[src/rtl/cache_pkg.sv]
// Shared types and default sizes for the direct-mapped cache controller.
// Imported by cache_ctrl_if, cache_entry and cache_ctrl.
package cache_pkg;

  typedef enum logic [2:0] {
    IDLE,
    LOOKUP,
    MEM_RD,
    MEM_WR,
    RESP
  } state_t;

  localparam int LINES_DEF  = 4;
  localparam int ADDR_W_DEF = 8;
  localparam int DATA_W_DEF = 32;
  localparam int HIT_CNT_W  = 16;

endpackage

[src/rtl/cache_ctrl_if.sv]
// CPU request/response and backing-store bus of the cache controller.
// slave = controller side, master = requester/memory side.
interface cache_ctrl_if
  import cache_pkg::*;
#(
  parameter int ADDR_W = ADDR_W_DEF,
  parameter int DATA_W = DATA_W_DEF
);

  logic              cpu_valid;
  logic              cpu_ready;
  logic              cpu_write;
  logic [ADDR_W-1:0] cpu_addr;
  logic [DATA_W-1:0] cpu_wdata;

  logic              rsp_valid;
  logic              rsp_hit;
  logic [DATA_W-1:0] rsp_rdata;

  logic              mem_req;
  logic              mem_we;
  logic [ADDR_W-1:0] mem_addr;
  logic [DATA_W-1:0] mem_wdata;
  logic              mem_ack;
  logic [DATA_W-1:0] mem_rdata;

  modport slave (
    input  cpu_valid, cpu_write, cpu_addr, cpu_wdata,
    input  mem_ack, mem_rdata,
    output cpu_ready, rsp_valid, rsp_hit, rsp_rdata,
    output mem_req, mem_we, mem_addr, mem_wdata
  );

  modport master (
    output cpu_valid, cpu_write, cpu_addr, cpu_wdata,
    output mem_ack, mem_rdata,
    input  cpu_ready, rsp_valid, rsp_hit, rsp_rdata,
    input  mem_req, mem_we, mem_addr, mem_wdata
  );

endinterface

[src/rtl/cache_entry.sv]
// One direct-mapped line: valid/tag/data registers with a write port
// and a combinational tag compare.
module cache_entry
  import cache_pkg::*;
#(
  parameter int TAG_W  = 6,
  parameter int DATA_W = DATA_W_DEF
) (
  input  logic              clock,
  input  logic              reset_n,
  input  logic              we,
  input  logic [TAG_W-1:0]  tag,
  input  logic [DATA_W-1:0] wr_data,
  output logic              hit,
  output logic [DATA_W-1:0] data
);

  logic             valid;
  logic [TAG_W-1:0] tag_q;

  always_ff @(posedge clock or negedge reset_n) begin
    if (!reset_n) valid <= 1'b0;
    else if (we)  valid <= 1'b1;
  end

  // Payload is qualified by valid, so it needs no reset.
  always_ff @(posedge clock) begin
    if (we) begin
      tag_q <= tag;
      data  <= wr_data;
    end
  end

  assign hit = valid && (tag_q == tag);

endmodule

[src/rtl/cache_ctrl.sv]
// Direct-mapped, write-through/write-allocate cache controller.
// Define CACHE_CTRL_HIT_COUNT_EN to build the saturating hit counter.
module cache_ctrl
  import cache_pkg::*;
#(
  parameter int LINES  = LINES_DEF,
  parameter int ADDR_W = ADDR_W_DEF,
  parameter int DATA_W = DATA_W_DEF
) (
  input  logic                 clock,
  input  logic                 reset_n,
  cache_ctrl_if.slave          bus,
  output logic [HIT_CNT_W-1:0] hit_count
);

  localparam int IDX_W = $clog2(LINES);
  localparam int TAG_W = ADDR_W - IDX_W;

  state_t state, state_nx;

  logic [ADDR_W-1:0] req_addr;
  logic              req_write;
  logic [DATA_W-1:0] req_wdata;
  logic              hit_q;

  logic              accept;
  logic              fill;
  logic              wr_alloc;
  logic              lk_hit;
  logic [IDX_W-1:0]  idx;
  logic [TAG_W-1:0]  tag;
  logic [LINES-1:0]  line_hit;
  logic [DATA_W-1:0] line_data [LINES];
  logic [DATA_W-1:0] fill_data;

  assign idx       = req_addr[IDX_W-1:0];
  assign tag       = req_addr[ADDR_W-1:IDX_W];
  assign lk_hit    = line_hit[idx];
  assign fill_data = fill ? bus.mem_rdata : req_wdata;

  for (genvar i = 0; i < LINES; i++) begin : g_line
    cache_entry #(
      .TAG_W  (TAG_W),
      .DATA_W (DATA_W)
    ) u_entry (
      .clock   (clock),
      .reset_n (reset_n),
      .we      ((fill || wr_alloc) && (idx == IDX_W'(i))),
      .tag     (tag),
      .wr_data (fill_data),
      .hit     (line_hit[i]),
      .data    (line_data[i])
    );
  end

  always_ff @(posedge clock or negedge reset_n) begin
    if (!reset_n) state <= IDLE;
    else          state <= state_nx;
  end

  always_comb begin
    state_nx      = state;
    accept        = 1'b0;
    fill          = 1'b0;
    wr_alloc      = 1'b0;
    bus.cpu_ready = 1'b0;
    bus.mem_req   = 1'b0;
    bus.mem_we    = 1'b0;
    bus.rsp_valid = 1'b0;
    unique case (state)
      IDLE: begin
        bus.cpu_ready = 1'b1;
        if (bus.cpu_valid) begin
          accept   = 1'b1;
          state_nx = LOOKUP;
        end
      end
      LOOKUP: begin
        if (req_write) begin
          wr_alloc = 1'b1;
          state_nx = MEM_WR;
        end else if (lk_hit) begin
          state_nx = RESP;
        end else begin
          state_nx = MEM_RD;
        end
      end
      MEM_RD: begin
        bus.mem_req = 1'b1;
        if (bus.mem_ack) begin
          fill     = 1'b1;
          state_nx = RESP;
        end
      end
      MEM_WR: begin
        bus.mem_req = 1'b1;
        bus.mem_we  = 1'b1;
        if (bus.mem_ack) state_nx = RESP;
      end
      RESP: begin
        bus.rsp_valid = 1'b1;
        state_nx      = IDLE;
      end
      default: state_nx = IDLE;
    endcase
  end

  // Response fields only change on entry to RESP, so they hold between responses.
  always_ff @(posedge clock or negedge reset_n) begin
    if (!reset_n) begin
      req_addr      <= '0;
      req_write     <= 1'b0;
      req_wdata     <= '0;
      hit_q         <= 1'b0;
      bus.rsp_hit   <= 1'b0;
      bus.rsp_rdata <= '0;
    end else begin
      if (accept) begin
        req_addr  <= bus.cpu_addr;
        req_write <= bus.cpu_write;
        req_wdata <= bus.cpu_wdata;
      end
      if (state == LOOKUP) hit_q <= lk_hit;
      if (state == LOOKUP && !req_write && lk_hit) begin
        bus.rsp_hit   <= 1'b1;
        bus.rsp_rdata <= line_data[idx];
      end
      if (fill) begin
        bus.rsp_hit   <= 1'b0;
        bus.rsp_rdata <= bus.mem_rdata;
      end
      if (state == MEM_WR && bus.mem_ack) begin
        bus.rsp_hit   <= hit_q;
        bus.rsp_rdata <= req_wdata;
      end
    end
  end

  assign bus.mem_addr  = req_addr;
  assign bus.mem_wdata = req_wdata;

`ifdef CACHE_CTRL_HIT_COUNT_EN
  logic [HIT_CNT_W-1:0] hit_cnt_q;

  always_ff @(posedge clock or negedge reset_n) begin
    if (!reset_n) begin
      hit_cnt_q <= '0;
    end else if (bus.rsp_valid && bus.rsp_hit && hit_cnt_q != '1) begin
      hit_cnt_q <= hit_cnt_q + HIT_CNT_W'(1);
    end
  end

  assign hit_count = hit_cnt_q;
`else
  assign hit_count = '0;
`endif

endmodule

[src/flat_wrapper.sv]
// flat-port wrapper written by rule: the top's interface ports become plain ports
module cache_ctrl_flat import cache_pkg::*;
#(
  parameter int LINES  = LINES_DEF,
  parameter int ADDR_W = ADDR_W_DEF,
  parameter int DATA_W = DATA_W_DEF
)
  (clock, reset_n, hit_count, bus_cpu_valid, bus_cpu_write, bus_cpu_addr, bus_cpu_wdata, bus_mem_ack, bus_mem_rdata, bus_cpu_ready, bus_rsp_valid, bus_rsp_hit, bus_rsp_rdata, bus_mem_req, bus_mem_we, bus_mem_addr, bus_mem_wdata);
  cache_ctrl_if #(.ADDR_W(ADDR_W), .DATA_W(DATA_W)) bus_i ();
  input  logic clock;
  input  logic reset_n;
  output logic [HIT_CNT_W-1:0] hit_count;
  input wire logic [$bits(bus_i.cpu_valid)-1:0] bus_cpu_valid;
  input wire logic [$bits(bus_i.cpu_write)-1:0] bus_cpu_write;
  input wire logic [$bits(bus_i.cpu_addr)-1:0] bus_cpu_addr;
  input wire logic [$bits(bus_i.cpu_wdata)-1:0] bus_cpu_wdata;
  input wire logic [$bits(bus_i.mem_ack)-1:0] bus_mem_ack;
  input wire logic [$bits(bus_i.mem_rdata)-1:0] bus_mem_rdata;
  output wire logic [$bits(bus_i.cpu_ready)-1:0] bus_cpu_ready;
  output wire logic [$bits(bus_i.rsp_valid)-1:0] bus_rsp_valid;
  output wire logic [$bits(bus_i.rsp_hit)-1:0] bus_rsp_hit;
  output wire logic [$bits(bus_i.rsp_rdata)-1:0] bus_rsp_rdata;
  output wire logic [$bits(bus_i.mem_req)-1:0] bus_mem_req;
  output wire logic [$bits(bus_i.mem_we)-1:0] bus_mem_we;
  output wire logic [$bits(bus_i.mem_addr)-1:0] bus_mem_addr;
  output wire logic [$bits(bus_i.mem_wdata)-1:0] bus_mem_wdata;
  assign bus_i.cpu_valid = bus_cpu_valid;
  assign bus_i.cpu_write = bus_cpu_write;
  assign bus_i.cpu_addr = bus_cpu_addr;
  assign bus_i.cpu_wdata = bus_cpu_wdata;
  assign bus_i.mem_ack = bus_mem_ack;
  assign bus_i.mem_rdata = bus_mem_rdata;
  assign bus_cpu_ready = bus_i.cpu_ready;
  assign bus_rsp_valid = bus_i.rsp_valid;
  assign bus_rsp_hit = bus_i.rsp_hit;
  assign bus_rsp_rdata = bus_i.rsp_rdata;
  assign bus_mem_req = bus_i.mem_req;
  assign bus_mem_we = bus_i.mem_we;
  assign bus_mem_addr = bus_i.mem_addr;
  assign bus_mem_wdata = bus_i.mem_wdata;
  cache_ctrl #(.LINES(LINES), .ADDR_W(ADDR_W), .DATA_W(DATA_W)) u_core (.clock(clock), .reset_n(reset_n), .bus(bus_i), .hit_count(hit_count));
endmodule
[config.mk]
export PLATFORM = sky130hd
export DESIGN_NAME = cache_ctrl_flat
export DESIGN_NICKNAME = d
export VERILOG_FILES = /design/src/rtl/cache_pkg.sv /design/src/rtl/cache_ctrl_if.sv /design/src/rtl/cache_entry.sv /design/src/rtl/cache_ctrl.sv /design/src/flat_wrapper.sv
export SDC_FILE = /design/constraint.sdc
export NUM_CORES = 1
export LEC_CHECK = 0
export ABC_AREA = 1
export BUFFER_PORTS_ARGS = -buffer_cell sky130_fd_sc_hd__buf_2
export CAP_MARGIN = 20
export CORE_ASPECT_RATIO = 0.6
export CORE_MARGIN = 1.5
export CORE_UTILIZATION = 35
export DETAILED_ROUTE_END_ITERATION = 7
export PLACE_DENSITY_LB_ADDON = 0.12
export REMOVE_ABC_BUFFERS = 1
export SKIP_CTS_REPAIR_TIMING = 1
export SLEW_MARGIN = 15
export SYNTH_ARGS = -nofsm -noshare
export SYNTH_HDL_FRONTEND = slang
export SYNTH_SLANG_ARGS = --single-unit
[constraint.sdc]
create_clock -name clock -period 4.3 [get_ports clock]
set_clock_uncertainty 0.2 [all_clocks]
set_input_delay 0.43 -clock clock [delete_from_list [all_inputs] [get_ports clock]]
set_output_delay 0.43 -clock clock [all_outputs]
set_load 0.01 [all_outputs]
Word-level counts from Yosys, hierarchy flattened
Cells that the tools add are included.
Storage, ports and cells
  word-level logic and storage cells: 80
  bits in registers: 234
  bits of input ports: 77
  output and inout port bits: 93
Operators by class
  $lt $le $gt $ge: 2
  multiplexer cells: 27
  bitwise gates (word level): 1
  reduce and logical (&&, ||, !) cells: 18
  equality and inequality tests: 13
Operator list (number)
  $mux 32: 6
  $bmux 32 s2: 1
  $eq 6x6->1: 4
  $mux 1: 14
  $mux 3: 4
  $logic_and 1x1->1: 11
  $pmux 3 s3: 1
  $eq 3x2->1 const B: 2
  $eq 2x2->1 const B: 2
  $eq 3x1->1 const B: 1
  $eq 3x3->1 const B: 1
  $ge 3x3->1 const B: 1
  $logic_not 3->1: 1
  $lt 2x3->1 const B: 1
  $not 2->3: 1
  $reduce_bool 3->1: 1
  $bmux 1 s2: 1
  $eq 2x1->1 const B: 1
  $logic_not 2->1: 1
  $ne 2x1->1 const B: 1
  $ne 2x2->1 const B: 1
  $reduce_and 2->1: 1
  $reduce_or 2->1: 1
  $logic_not 1->1: 1
  $logic_or 1x1->1: 1

Logic depth before layout (Yosys ltp)
Gate-level depths: netlist (run 1).
  depth after elaboration: 8
  gate-level depth with buffers: 13
  gate-level depth less buffers: 12

Modules after synthesis
From an unflattened synthesis (run 1), not the netlist that was laid out.
Second synthesis, totals
  cells, all modules: 1151
  area, all modules: 10796.6 µm²
By module, submodules not included
  cache_ctrl: times used 1, sequential area each 1951.9 µm², area an instance 5616.6 µm², cells an instance 871
  cache_entry: times used 4, sequential area each 1166.1 µm², area an instance 1295.0 µm², cells an instance 70

Worst setup path after synthesis (run 1)
No wires, ideal clock.
  kind: reg-to-reg
  from: register u_core.state[2]
  to: register u_core.g_line[0].u_entry.data[0], enable pin
  setup time: 434 ps
  data required time: 3666 ps
  cell stages (with the launch flop): 10
  setup slack: 1004 ps
  buffers on the path: 0
  arrival: 2662 ps
  clock period less this slack: 3296 ps
  path through: dfrtp_1 > inv_1 > nand2_1 > nor2_2 > inv_2 > nor2_2 > inv_2 > nand2_1 > inv_1 > nor2_1
On the way
  longest elaborated chain between the ends: 4
  elaborated cells between the ends (all ways): 6
  those cells by class: 2 x eq/ne; 2 x mux; 2 x reduce/logical
Ends and longest elaborated chain
  from (decl): RTL line cache_ctrl.sv:19  | state_t state, state_nx;
  from (signal assigned): RTL line cache_ctrl.sv:58  | else state <= state_nx;
  $eq 3x2->1 or $eq 3x1->1 (tied branches): RTL line cache_ctrl.sv:70  | unique case (state)
  $mux 1: RTL line cache_ctrl.sv:70
  $logic_or 1x1->1 (*): RTL line cache_ctrl.sv:48  | .we ((fill || wr_alloc) && (idx == IDX_W'(i))),
  $logic_and 1x1->1 (*): RTL line cache_ctrl.sv:48
  via u_core.g_line[0].u_entry.we: RTL line cache_entry.sv:11  | input logic we,
  to (signal assigned): RTL line cache_entry.sv:30  | data <= wr_data;
  to (decl): RTL line cache_entry.sv:15  | output logic [DATA_W-1:0] data
The timed path passes the listed nets; every way through them passes the cells marked *.
A chain may end at the register's enable or synchronous reset.

Worst setup path in the final report (run 1)
  from: register u_core.state[2]
  to: register u_core.g_line[3].u_entry.data[1], enable pin
On the way
  longest elaborated chain between the ends: 4
  elaborated cells between the ends (all ways): 6
  those cells by class: 2 x eq/ne; 2 x mux; 2 x reduce/logical
Ends and longest elaborated chain (RTL line)
  $eq 3x2->1 or $eq 3x1->1 (tied branches): cache_ctrl.sv:70
  $mux 1: cache_ctrl.sv:70
  $logic_or 1x1->1 (*): cache_ctrl.sv:48
  $logic_and 1x1->1 (*): cache_ctrl.sv:48
  via u_core.g_line[3].u_entry.we: cache_entry.sv:11
  to (signal assigned): cache_entry.sv:30
  to (decl): cache_entry.sv:15
Marked as above.

==> impl_metrics.env, run 1 <==
export IMPL_cts_root_buf="clkbuf_16"
export IMPL_multi_input_area_um2=3073
export IMPL_cts_tree="built"
export IMPL_tightest_slew_ns=0.7224
export IMPL_critPathMaxFanout=29
export IMPL_hold_depth=3
export IMPL_drtAntennaViolNets=0
export IMPL_worst_r2r_endpoint="u_core.g_line[3].u_entry.data[1]"
export IMPL_finalMaxSlewViolations=0
export IMPL_n_antenna_cell=0
export IMPL_routed_via_density=4.731
export IMPL_synth_top_cell_area_share=0.4512
export IMPL_synthArstFlopShare=0.3504
export IMPL_dpl_cell_area_um2=11230
export IMPL_critPathKind="reg2reg"
export IMPL_drt_wirelength_per_cell_um=17.52
export IMPL_drt_wl_total_mm=27.07
export IMPL_ys_warn_count=0
export IMPL_outcome="complete, but fails checks"
export IMPL_start_util=0.3614
export IMPL_critical_path_endpoint_type="flop"
export IMPL_hold_class="in2reg"
export IMPL_yosysTopAreaCell="edfxtp_1"
export IMPL_rsz0062_at_grt="false"
export IMPL_io_buffers=153
export IMPL_ctsLongestPathBuffers=3
export IMPL_fp_dieH_um=134.7
export IMPL_areaGrowthSynthToFinish_pct=22.32
export IMPL_max_freq_mhz=356.2
export IMPL_setup_ws_ns=1.493
export IMPL_vias=7310
export IMPL_p_total_mw=9.023
export IMPL_slowest_stage="buf_4"
export IMPL_yosysUniqueCellTypes=30
export IMPL_violations="negative hold slack"
export IMPL_grt_max_degree=60
export IMPL_p_per_area_nw_per_um2=729.1
export IMPL_fin_nets=1237
export IMPL_clkTransAtPathRegs_ns=0.06
export IMPL_h_tree_depth=1
export IMPL_fin_crit_sh=0.6529
export IMPL_dr_first_iter_drc_count=484
export IMPL_final_area_um2=12380
export IMPL_ys_seq_area_frac=0.6540
export IMPL_cts_sinks=234
export IMPL_worst_ir_drop_vdd_mv=0.3699
export IMPL_die_w_um=222.5
export IMPL_ff_latch_area_um2=6616
export IMPL_min_period_ns=2.807
export IMPL_grt_overflow=0
export IMPL_ys_seq_elements=234
export IMPL_io_pins=170
export IMPL_holdWs_ns=-0.02442
export IMPL_worstRegToRegCells=10
export IMPL_grt_pass1_vias=6876
export IMPL_slew_headroom=0.5177
export IMPL_grt_pass1_wl_mm=41.30
export IMPL_synth_flop_cell="edfxtp_1"
export IMPL_dp_hpwl_mm=17.14
export IMPL_r2r_start="u_core.state[2]"
export IMPL_cts_made_buffers=24
export IMPL_clk_latency_ns=0.53
export IMPL_syn_avg_cell_area_um2=10.43
export IMPL_syn_area_um2=10120
export IMPL_setup_viol_count_final=0
export IMPL_hold_viol=3
export IMPL_static_leakage_power_nw=5.397
export IMPL_core_um2=27990
export IMPL_place_ws_ns=1.438
export IMPL_grt_usage=0.1793
export IMPL_synth_area_top_cells="edfxtp_1, dfrtp_1, nand2_1, mux2_2, nor2_1"
export IMPL_rows=47
export IMPL_fin_util=0.4421
export IMPL_slowest_delay_ns=0.49
export IMPL_hold_path_end="u_core.bus.mem_addr[0]"
export IMPL_crit_chain="inv_1 > nand2_1 > nor2_2 > inv_2 > nor2_4 > inv_2 > nand2_1 > inv_1 > nor2_4 > buf_4"
export IMPL_drc=0
export IMPL_startpoint_type="flop"
export IMPL_synthTopCellsByCount="nand2_1, edfxtp_1, dfrtp_1"
export IMPL_synth_most_common_cell="nand2_1"
export IMPL_nFillCells=2720
export IMPL_synth_edff_count=152
export IMPL_drive_gt1_frac=0.2470
export IMPL_gp_congestion=0.7606
export IMPL_cp_required_ns=4.26
export IMPL_cp_data_arrival_time_ns=2.77
export IMPL_antenna_found_initial=0
export IMPL_hp_start="bus_cpu_addr[0]"
export IMPL_maxCapViolCount=0
export IMPL_rrSetupSlack_ns=1.49
export IMPL_synth_cells=970
export IMPL_dieArea_um2=29970
export IMPL_first_pass_iters=5
[worst max-delay path, delay by kind of cell (launching register included)]
family | cells | cell delay, ns
and+or+nand+nor | 5 | 0.85
buffers and inverters | 5 | 1.00
DFF | 1 | 0.37
[report_power, final]
group,internal (mW),switching [mW],leakage [nW]
Sequential,3.30,0.433,2.34
Combinational,1.11,2.15,2.68
Clock,1.16,0.870,0.372
Total,5.57,3.45,5.40
[registers in the layout (all words and copies together) (netlist names)]
name and cells:
u_core.bus.mem_addr 8, u_core.g_line.u_entry.tag_q 24, u_core.hit_q 1, u_core.bus.mem_wdata 32
u_core.state 3, u_core.g_line.u_entry.data 128, u_core.g_line.u_entry.valid 4, u_core.bus.rsp_hit 1
u_core.req_write 1, u_core.bus.rsp_rdata 32
[worst max-delay path by stage]
stage               startpoint                                end  slack (ns)  depth (start not counted)
3_3_place_gp       bus_mem_ack   u_core.g_line[3].u_entry.data[1]        1.49                         10
3_5_place_dp       bus_mem_ack  u_core.g_line[1].u_entry.data[23]        1.44                         10
6_report       u_core.state[2]   u_core.g_line[3].u_entry.data[1]        1.49                         10
4_1_cts        u_core.state[2]  u_core.g_line[1].u_entry.data[19]        1.47                         10
5_1_grt        u_core.state[2]  u_core.g_line[3].u_entry.data[23]        1.29                         10
2_1_floorplan  u_core.state[2]   u_core.g_line[0].u_entry.data[0]       -0.35                          9
[through the flow]
stage | setup TNS [ns] | instances | hold slack, ns
finish | 0 | 1545 | -0.02442
global route | 0 | 1545 | 0.01320
CTS | 0 | 1506 | -0.2959
detailed placement | 0 | 1462 | 0.2621
global placement | 0 | 1462 | 0.2626
floorplan | -52.55 | 927 | -0.06559
[cell usage in the layout (no fill, tap or decap), drive strengths merged, types with 34 or more instances in the layout]
cell type / count
dfrtp: 82
nand2: 386
nor2: 82
dlygate4sd3: 39
buf: 168
inv: 47
edfxtp: 152
clkbuf: 34
nand3: 38
[area by class of cell]
type                            count  share of cell area
Tap cell                          367             0.03710
Sequential cell                   234              0.5346
Clock buffer                       34             0.05490
Multi-Input combinational cell    646              0.2483
Timing Repair Buffer              207              0.1047
Clock inverter                     10            0.006066
Inverter                           47             0.01426
[layer usage]
metal,global-route usage,wire (µm),part of all wire
met5,0,0,0
met2,0.2533,11080,0.41
met1,0.2863,14150,0.52
met3,0.03285,1499,0.055
met4,0.03023,340,0.013
[kinds of logic after synthesis]
family	synth area share
other	0.0003707
muxes	0.03116
and+or+nand+nor	0.2259
DFF	0.6540
xor gates and xnor gates	0.0008659
AOI/OAI and AO/OA	0.03413
buffers and inverters	0.05355
No activity file was read; power rests on OpenSTA's default activity.
==> run 2: changes to the inputs <==
ABC_AREA = 0   (was 1)
clock period = 2.5 ns   (was 4.3 ns; I/O delays follow)
==> impl_metrics.env, run 2 <==
export IMPL_synthSimpleGateAreaFrac=0.03732
export IMPL_gp_congestion=0.7678
export IMPL_synthTopCellsByCount="edfxtp_1, dfrtp_1, mux2_2"
export IMPL_dr_first_iter_drc_count=330
export IMPL_grt_max_degree=45
export IMPL_worst_ir_drop_vdd_mv=0.6515
export IMPL_startpoint_type="flop"
export IMPL_grt_pass1_vias=6647
export IMPL_io_buffers=153
export IMPL_synth_cells=649
export IMPL_slew_headroom=0.5494
export IMPL_areaGrowthSynthToFinish_pct=28.35
export IMPL_die_w_um=224.4
export IMPL_crit_chain="xor2_1 > nor4_2 > a221oi_4 > buf_4 > o31a_1 > a22oi_1"
export IMPL_start_util=0.3571
export IMPL_critPathKind="reg2reg"
export IMPL_grt_overflow=0
export IMPL_top_register="u_core.g_line.u_entry.data"
export IMPL_hold_class="in2reg"
export IMPL_synthMuxAreaShare=0.1799
export IMPL_synth_area_top_cells="edfxtp_1, dfrtp_1, mux2_2, mux4_2, mux2i_1"
export IMPL_rrSetupSlack_ns=0.12
export IMPL_drt_wl_total_mm=27.30
export IMPL_static_leakage_power_nw=4.882
export IMPL_synth_top_cell_area_share=0.4434
export IMPL_use_met1=0.2591
export IMPL_final_area_um2=13210
export IMPL_ys_seq_area_frac=0.6428
export IMPL_slowest_stage="dfrtp_1"
export IMPL_p_per_area_nw_per_um2=1237
export IMPL_setup_viol_count_final=0
export IMPL_maxCapViolCount=0
export IMPL_outcome="completed"
export IMPL_cts_root_buf="clkbuf_16"
export IMPL_critPathMaxFanout=26
export IMPL_fp_dieH_um=135.8
export IMPL_drt_wirelength_per_cell_um=21.46
export IMPL_first_pass_iters=5
export IMPL_cp_required_ns=2.73
export IMPL_cts_sinks=234
export IMPL_grt_usage=0.1779
export IMPL_slowest_delay_ns=0.51
export IMPL_largest_reg_flops=128
export IMPL_yosysUniqueCellTypes=35
export IMPL_rows=48
export IMPL_path_buf_inv=1
export IMPL_grt_pass1_wl_mm=40.72
export IMPL_yosys_area_share_adder=0
export IMPL_cts_made_buffers=24
export IMPL_dieArea_um2=30480
export IMPL_cp_data_arrival_time_ns=2.62
export IMPL_routed_via_density=5.099
export IMPL_cts_tree="built"
export IMPL_min_period_ns=2.383
export IMPL_holdWs_ns=0.04723
export IMPL_synth_edff_count=152
export IMPL_cp_top_family="compound AO/OA/AOI/OAI gates"
export IMPL_synthArstFlopShare=0.3504
export IMPL_hold_viol=0
export IMPL_yosysTopAreaCell="edfxtp_1"
export IMPL_synth_top_family_by_area="multiplexers"
export IMPL_finalMaxSlewViolations=0
export IMPL_fin_nets=956
export IMPL_fin_crit_sh=0.9534
export IMPL_clk_latency_ns=0.52
export IMPL_io_pins=170
export IMPL_fin_util=0.4583
export IMPL_core_um2=28830
export IMPL_syn_area_um2=10290
export IMPL_dp_hpwl_mm=17.19
export IMPL_rsz0062_at_grt="false"
export IMPL_antenna_found_initial=0
export IMPL_p_total_mw=16.35
export IMPL_synth_flop_cell="edfxtp_1"
export IMPL_synth_compound_area_share=0.08156
export IMPL_n_antenna_cell=0
export IMPL_vias=6486
export IMPL_max_freq_mhz=419.6
export IMPL_ys_seq_elements=234
export IMPL_gr_usage_met3=0.04041
export IMPL_critical_path_endpoint_type="flop"
export IMPL_ys_warn_count=0
export IMPL_drtAntennaViolNets=0
export IMPL_synth_most_common_cell="edfxtp_1"
export IMPL_tns_ns=0
export IMPL_h_tree_depth=1
export IMPL_syn_avg_cell_area_um2=15.86
export IMPL_drive_gt1_frac=0.3902
export IMPL_drc=0
export IMPL_tightest_slew_ns=0.6759
export IMPL_synth_xor_area_frac=0.02042
export IMPL_dpl_cell_area_um2=11650
export IMPL_layout_common_cells="buf_2, edfxtp_1, dfrtp_1, dlygate4sd3_1, mux2_2"
export IMPL_top_usage_layer="met2"
export IMPL_ctsLongestPathBuffers=3
export IMPL_grt_util_met2=0.2728
export IMPL_clkTransAtPathRegs_ns=0.07
[run 2: path summary, 6_finish.rpt]
check | end | start | depth (start not counted)
max in group asynchronous | u_core.bus.rsp_rdata[18] | reset_n | 3
min in group asynchronous | u_core.bus.mem_wdata[16] | reset_n | 2
setup / recovery | u_core.bus.rsp_rdata[5] | u_core.bus.mem_addr[5] | 6
setup reg to reg | u_core.bus.rsp_rdata[5] | u_core.bus.mem_addr[5] | 6
hold / removal | u_core.state[0] | bus_cpu_valid | 5
hold reg to reg | u_core.g_line[0].u_entry.valid | u_core.g_line[0].u_entry.valid | 1
[run 2: metrics by stage]
step,worst slack [ns],cells
floorplan,-2.441,593
global route,0.004898,1272
CTS,0.03582,1197
global placement,0.1479,1153
finish,0.1165,1272
detailed placement,0.04663,1153
[run 2: area by class of cell]
type / count / area [µm²]
fillers: 2556 / 15620
flip-flops and latches: 234 / 6624
multi-input cells: 356 / 3403
repair buffers: 260 / 1909
clock buffers: 34 / 659.4
well taps: 375 / 469.2
clock inverters: 10 / 135.1
inverters: 3 / 11.26
[run 2: cells by family after synthesis]
group,after synthesis
DFF,234
and+or+nand+nor,74
other,1
xor gates and xnor gates,24
muxes,136
AOI/OAI and AO/OA,106
buffers and inverters,74
[run 2: where the power goes]
group	total (mW)	switching [mW]	leakage (nW)	internal (mW)
Combinational	6.22	3.43	2.20	2.79
Sequential	6.46	0.790	2.30	5.67
Clock	3.67	1.51	0.375	2.16
Total	16.3	5.73	4.88	10.6
[run 2: worst min-delay path: cells and delay by family]
| family | cells | cell delay (ns) |
|---|---|---|
| AO/OA/AOI/OAI | 2 | 0.20 |
| AND/OR/NAND/NOR | 2 | 0.18 |
| buffers and inverters | 1 | 0.09 |
[run 2: per-layer routing]
layer | vias to the layer above | wire length (µm)
met3 | 35 | 1448
met5 | - | 0
met1 | 3302 | 13340
met2 | 192 | 12110
met4 | 0 | 397
li1 | 2957 | -
